==> config.mk <==
export PLATFORM = sky130hd
export DESIGN_NAME = seven_seg_display_ctrl_flat
export DESIGN_NICKNAME = d
export VERILOG_FILES = /design/src/rtl/seven_seg_display_ctrl_if.sv /design/src/rtl/seven_seg_display_ctrl.sv /design/src/flat_wrapper.sv
export SDC_FILE = /design/constraint.sdc
export NUM_CORES = 1
export LEC_CHECK = 0
export BUFFER_PORTS_ARGS = -buffer_cell sky130_fd_sc_hd__buf_2
export CAP_MARGIN = 40
export CORE_MARGIN = 5
export CORE_UTILIZATION = 59
export CTS_CLUSTER_SIZE = 30
export DETAILED_ROUTE_END_ITERATION = 16
export PLACE_DENSITY = 0.88
export SETUP_SLACK_MARGIN = 0.02
export SLEW_MARGIN = 25
export SYNTH_ARGS = -nofsm -noshare
export SYNTH_HDL_FRONTEND = slang
export SYNTH_SLANG_ARGS = --single-unit
==> constraint.sdc <==
create_clock -name clk -period 3.2 [get_ports clk]
set_clock_uncertainty 0.05 [all_clocks]
set_input_delay 0.32 -clock clk [delete_from_list [all_inputs] [get_ports clk]]
set_output_delay 0.32 -clock clk [all_outputs]
set_load 0.005 [all_outputs]
==> src/rtl/seven_seg_display_ctrl_if.sv <==
// Request/result bundle between the PIO export and the
// seven-segment display controller.
interface seven_seg_display_ctrl_if #(
  parameter int IN_WIDTH   = 16,
  parameter int NUM_DIGITS = 4
);
  logic [IN_WIDTH-1:0]     binary;
  logic                    load;
  logic                    hex_mode;
  logic                    blank_lz;
  logic                    busy;
  logic                    done;
  logic                    overflow;
  logic [7*NUM_DIGITS-1:0] segs;

  modport master (
    output binary, load, hex_mode, blank_lz,
    input  busy, done, overflow, segs
  );

  modport slave (
    input  binary, load, hex_mode, blank_lz,
    output busy, done, overflow, segs
  );
endinterface

==> src/rtl/seven_seg_display_ctrl.sv <==
// Binary to active-low seven-segment converter: serial double
// dabble for decimal, direct nibble map for hex.
module seven_seg_display_ctrl #(
  parameter int IN_WIDTH   = 16,
  parameter int NUM_DIGITS = 4
) (
  input  logic clk,
  input  logic reset,
  seven_seg_display_ctrl_if.slave bus
);
  localparam int HW = 4 * NUM_DIGITS;
  localparam int XW = (IN_WIDTH > HW) ? IN_WIDTH : HW;
  localparam int CW = $clog2(IN_WIDTH + 1);

  typedef enum logic [1:0] {IDLE, SHIFT, OUTPUT} state_t;

  state_t state, state_nxt;

  logic [IN_WIDTH-1:0]     sh;
  logic [HW-1:0]           bcd;
  logic [HW-1:0]           bcd_adj;
  logic [CW-1:0]           cnt;
  logic                    hex;
  logic                    blank;
  logic                    ovf_dec;
  logic [7*NUM_DIGITS-1:0] seg_reg;
  logic                    ovf_reg;
  logic [XW-1:0]           hex_val;
  logic                    hex_ovf;
  logic                    ovf_new;
  logic                    accept;
  logic [NUM_DIGITS-1:0][3:0] nib;
  logic [NUM_DIGITS-1:0][6:0] seg_new;

  function automatic logic [6:0] enc(input logic [3:0] d);
    logic [6:0] s;
    unique case (d)
      4'h0: s = 7'h40;
      4'h1: s = 7'h79;
      4'h2: s = 7'h24;
      4'h3: s = 7'h30;
      4'h4: s = 7'h19;
      4'h5: s = 7'h12;
      4'h6: s = 7'h02;
      4'h7: s = 7'h78;
      4'h8: s = 7'h00;
      4'h9: s = 7'h10;
      4'hA: s = 7'h08;
      4'hB: s = 7'h03;
      4'hC: s = 7'h46;
      4'hD: s = 7'h21;
      4'hE: s = 7'h06;
      4'hF: s = 7'h0E;
    endcase
    return s;
  endfunction

  assign accept = (state == IDLE) && bus.load;

  always_ff @(posedge clk) begin
    if (reset) state <= IDLE;
    else       state <= state_nxt;
  end

  always_comb begin
    state_nxt = state;
    unique case (state)
      IDLE:   if (bus.load)
                state_nxt = bus.hex_mode ? OUTPUT : SHIFT;
      SHIFT:  if (cnt == CW'(1)) state_nxt = OUTPUT;
      OUTPUT: state_nxt = IDLE;
      default: state_nxt = IDLE;
    endcase
  end

  always_comb begin
    bcd_adj = bcd;
    for (int k = 0; k < NUM_DIGITS; k++) begin
      if (bcd[4*k +: 4] >= 4'd5)
        bcd_adj[4*k +: 4] = bcd[4*k +: 4] + 4'd3;
    end
  end

  always_ff @(posedge clk) begin
    if (reset) begin
      sh      <= '0;
      bcd     <= '0;
      cnt     <= '0;
      hex     <= 1'b0;
      blank   <= 1'b0;
      ovf_dec <= 1'b0;
      seg_reg <= '1;
      ovf_reg <= 1'b0;
    end else begin
      if (accept) begin
        sh      <= bus.binary;
        hex     <= bus.hex_mode;
        blank   <= bus.blank_lz;
        bcd     <= '0;
        ovf_dec <= 1'b0;
        cnt     <= CW'(IN_WIDTH);
      end
      if (state == SHIFT) begin
        bcd <= {bcd_adj[HW-2:0], sh[IN_WIDTH-1]};
        sh  <= sh << 1;
        cnt <= cnt - CW'(1);
        if (bcd_adj[HW-1]) ovf_dec <= 1'b1;
      end
      if (state == OUTPUT) begin
        seg_reg <= seg_new;
        ovf_reg <= ovf_new;
      end
    end
  end

  assign hex_val = XW'(sh);
  assign hex_ovf = |(hex_val >> HW);
  assign ovf_new = hex ? hex_ovf : ovf_dec;

  // Scan from the top digit so blanking stops at the first nonzero.
  always_comb begin
    logic lead;
    lead    = 1'b1;
    nib     = '0;
    seg_new = '0;
    for (int k = NUM_DIGITS - 1; k >= 0; k--) begin
      nib[k] = hex ? hex_val[4*k +: 4] : bcd[4*k +: 4];
      if (nib[k] != 4'd0 || k == 0) lead = 1'b0;
      if (ovf_new)             seg_new[k] = 7'h3F;
      else if (blank && lead)  seg_new[k] = 7'h7F;
      else                     seg_new[k] = enc(nib[k]);
    end
  end

  assign bus.busy     = (state != IDLE);
  assign bus.done     = (state == OUTPUT);
  assign bus.segs     = bus.done ? seg_new : seg_reg;
  assign bus.overflow = bus.done ? ovf_new : ovf_reg;
endmodule

==> src/flat_wrapper.sv <==
// flat-port wrapper written by rule: the top's interface ports become plain ports
module seven_seg_display_ctrl_flat 
#(
  parameter int IN_WIDTH   = 16,
  parameter int NUM_DIGITS = 4
)
  (clk, reset, bus_binary, bus_load, bus_hex_mode, bus_blank_lz, bus_busy, bus_done, bus_overflow, bus_segs);
  seven_seg_display_ctrl_if #(.IN_WIDTH(IN_WIDTH), .NUM_DIGITS(NUM_DIGITS)) bus_i ();
  input  logic clk;
  input  logic reset;
  input wire logic [$bits(bus_i.binary)-1:0] bus_binary;
  input wire logic [$bits(bus_i.load)-1:0] bus_load;
  input wire logic [$bits(bus_i.hex_mode)-1:0] bus_hex_mode;
  input wire logic [$bits(bus_i.blank_lz)-1:0] bus_blank_lz;
  output wire logic [$bits(bus_i.busy)-1:0] bus_busy;
  output wire logic [$bits(bus_i.done)-1:0] bus_done;
  output wire logic [$bits(bus_i.overflow)-1:0] bus_overflow;
  output wire logic [$bits(bus_i.segs)-1:0] bus_segs;
  assign bus_i.binary = bus_binary;
  assign bus_i.load = bus_load;
  assign bus_i.hex_mode = bus_hex_mode;
  assign bus_i.blank_lz = bus_blank_lz;
  assign bus_busy = bus_i.busy;
  assign bus_done = bus_i.done;
  assign bus_overflow = bus_i.overflow;
  assign bus_segs = bus_i.segs;
  seven_seg_display_ctrl #(.IN_WIDTH(IN_WIDTH), .NUM_DIGITS(NUM_DIGITS)) u_core (.clk(clk), .reset(reset), .bus(bus_i));
endmodule
==> impl_metrics.json <==
{
  "status": "finished clean",
  "cp.arrival_ns": 2.62,
  "hold_ws_ns": 0.147,
  "ios": 52,
  "holdPathStages": 3,
  "synth_edf_count": 0,
  "setup.worst_path.start_class": "flip-flop",
  "place_area_um2": 5030,
  "drc": 0,
  "clk_pin_slew_ns": 0.08,
  "antenna_found_initial": 0,
  "globalplace.congestion": 0.941,
  "rrSetupSlack_ns": 0.73,
  "start_util": 0.612,
  "period_needed_ns": 2.99,
  "clkPwrFrac": 0.329,
  "fp.dieArea_um2": 10000,
  "crit_required_ns": 2.83,
  "insertedDiodeCount": 0,
  "fin_crit_sh": 0.936,
  "peakVddDrop_mv": 0.206,
  "max-slew-margin-rel": 0.531,
  "nNetsFinal": 684,
  "setup_viol_count_final": 0,
  "seqPwrFrac": 0.478,
  "r2r_end": "u_core.seg_reg[1]",
  "swShare": 0.310,
  "ant_nets": 0,
  "grt_setup_unrepaired": "no",
  "syn_area_um2": 4780,
  "cp_max_fo": 31,
  "hold_violations": 0,
  "critPathSlowestCell": "dfxtp_4",
  "numCtsBuffers": 9,
  "core_area_um2": 7810,
  "syn_nets": 653,
  "hp-class": "in -> reg",
  "die_w_um": 100,
  "syn_inst": 595,
  "worst_pin_slew_ns": 0.701,
  "holdCritStartpoint": "bus_blank_lz",
  "power_density_nw_per_um2": 396,
  "hpwl_mm": 8.37,
  "final_area_um2": 5250,
  "grt_use_total": 0.238,
  "use_met2": 0.386,
  "clkSinkCount": 71,
  "cts_tree": "yes",
  "grtUsageMet1": 0.321,
  "h-tree-depth": 3,
  "critPathMaxStageDelay_ns": 0.46,
  "crit_family": "compound AO/OA/AOI/OAI gates",
  "endpoint_kind": "primary output",
  "p_int_uw": 1430,
  "busiest_layer": "met2",
  "clockBufferDepth": 2,
  "ys_top_cells_by_area": "dfxtp_1, ha_1, a21oi_1",
  "power.share.combinational": 0.193,
  "grt.overflow.total": 0,
  "synth_seq_cells": 71,
  "synth_top_area_frac": 0.298,
  "crit_type": "reg -> out",
  "clock.fmax_ghz": 0.334,
  "rr_startpoint": "u_core.hex",
  "avgRoutedWirePerCell_um": 16.4,
  "wl_mm": 12.0,
  "tns_ns": 0,
  "path_cells": "buf_8 > o21a_1 > inv_1 > ha_1 > mux2_2 > a21oi_1 > nor3_1 > a21oi_1 > o21ai_0 > buf_2",
  "dieHeight_um": 100,
  "firstDrtPassIters": 5,
  "p_sw_uw": 645,
  "cts-root-buf": "clkbuf_8",
  "grt_pass1_wl_mm": 19.6,
  "min_to": "u_core.blank",
  "use_met3": 0.0500,
  "num_vias": 4480,
  "drt_iter0_drc": 319,
  "synth_seq_area_share": 0.298,
  "crit_buf_inv": 3,
  "stdcell_count": 733,
  "yosys.area.top_type": "dfxtp_1",
  "rows": 32,
  "io_buffers": 51,
  "finalMaxSlewViolations": 0,
  "grt_pass1_vias": 4078,
  "syn_area_per_cell_um2": 8.03,
  "leakagePower_uw": 0.00203,
  "post-place-cells": 717,
  "yosysWarnings": 0,
  "synth_ff_type": "dfxtp_1",
  "synthArstFlopShare": 0,
  "largest_register_ffs": 28,
  "via_per_inst": 6.11,
  "cap_violations": 0,
  "ctsResizeCount": 0,
  "area_delta_synth_final_pct": 9.87,
  "synth_cell_type_count": 58,
  "worstSkewPairLatency_ns": 0.36,
  "grt_max_degree": 54,
  "rr_worst_depth": 9,
  "cts_post_setup_buffers_inserted": 0,
  "drive_above_1_share": 0.179,
  "cp_common_cell": "a21oi_1",
  "hold_buffers": 0
}
worst register-to-register path, delay by kind of cell, from the launching register on:
kind	cells	cell delay, ns
flops	1	0.46
fa+ha+maj	1	0.35
simple gates	3	0.44
compound gates	4	0.83
buf+inv	1	0.25
Yosys cell counts (3+ instances only):
cell,number
buf_2,9
or3b_2,4
and2_1,5
a32oi_1,4
a211oi_1,5
mux2_2,5
nand3b_1,5
xnor2_1,6
a31oi_1,17
a211o_1,4
o211ai_1,12
inv_1,27
nor3_1,15
o221ai_1,3
nor3b_1,4
or2_2,12
o21a_1,5
o21ai_0,28
dfxtp_1,71
a22oi_1,15
a21oi_1,60
nor2b_1,5
nand2b_1,11
buf_6,3
mux2i_1,17
nand3_1,21
o22a_1,5
nand2_1,51
clkbuf_1,27
xor2_1,5
nor2_1,48
o32a_1,4
or2_1,12
ha_1,37
area by class of cell:
class                           instances  area [um^2]
Tap cell                              102          128
Inverter                               27          101
Fill cell                             615         2560
Clock buffer                           12          155
Timing Repair Buffer                   62          345
Clock inverter                          4         30.0
Sequential cell                        71         1430
Multi-Input combinational cell        455         3060
placed cells by master (no fill, tap or decap), drive strengths merged, types with 15 or more instances in the layout:
cell   count
dfxtp     71
inv       27
buf       62
nor3      15
or2       24
nand3     21
nor2      48
nand2     51
a22oi     15
mux2i     20
a31oi     18
a21oi     61
ha        37
o21ai     30
kinds of logic (layout without fill, tap and decap cells):
group / after synthesis / in the layout / synth area share
AND/OR/NAND/NOR: 203 / 203 / 0.213
AO/OA/AOI/OAI: 177 / 177 / 0.239
flip-flops: 71 / 71 / 0.298
buffers and inverters: 69 / 105 / 0.0663
adder cells (fa/ha/maj): 37 / 37 / 0.0969
multiplexers: 27 / 27 / 0.0676
XOR/XNOR: 11 / 11 / 0.0202
power groups by stage:
stage	sequential, uW	clock (uW)	combinational, uW
6_report	992	684	401
5_1_grt	998	728	448
4_1_cts	989	687	397
3_5_place_dp	1010	0	394
3_3_place_gp	1010	0	382
2_1_floorplan	979	0	296
metrics by stage:
stage | util | setup slack, ns | power (uW)
5_1_grt | 0.672 | 0.0275 | 2170
2_1_floorplan | - | 0.651 | 1270
4_1_cts | 0.668 | 0.0202 | 2070
6_report | 0.672 | 0.206 | 2080
3_3_place_gp | 0.644 | 0.525 | 1390
3_5_place_dp | 0.644 | 0.409 | 1400
metal layers:
layer	part of all wire	routed length, um
met1	0.44	5290
met2	0.47	5650
met3	0.072	860
met4	0.018	214
met5	0	0
worst max path at each step:
stage,from,endpoint,depth (start not counted)
after floorplan,u_core.hex,u_core.seg_reg[1],12
after global placement,u_core.hex,bus_segs[13],9
after detailed placement,u_core.hex,bus_segs[13],9
after CTS,u_core.hex,bus_segs[13],9
after global routing,u_core.hex,bus_segs[6],10
final,u_core.hex,bus_segs[6],10
Power figures use the tool's default switching activity.
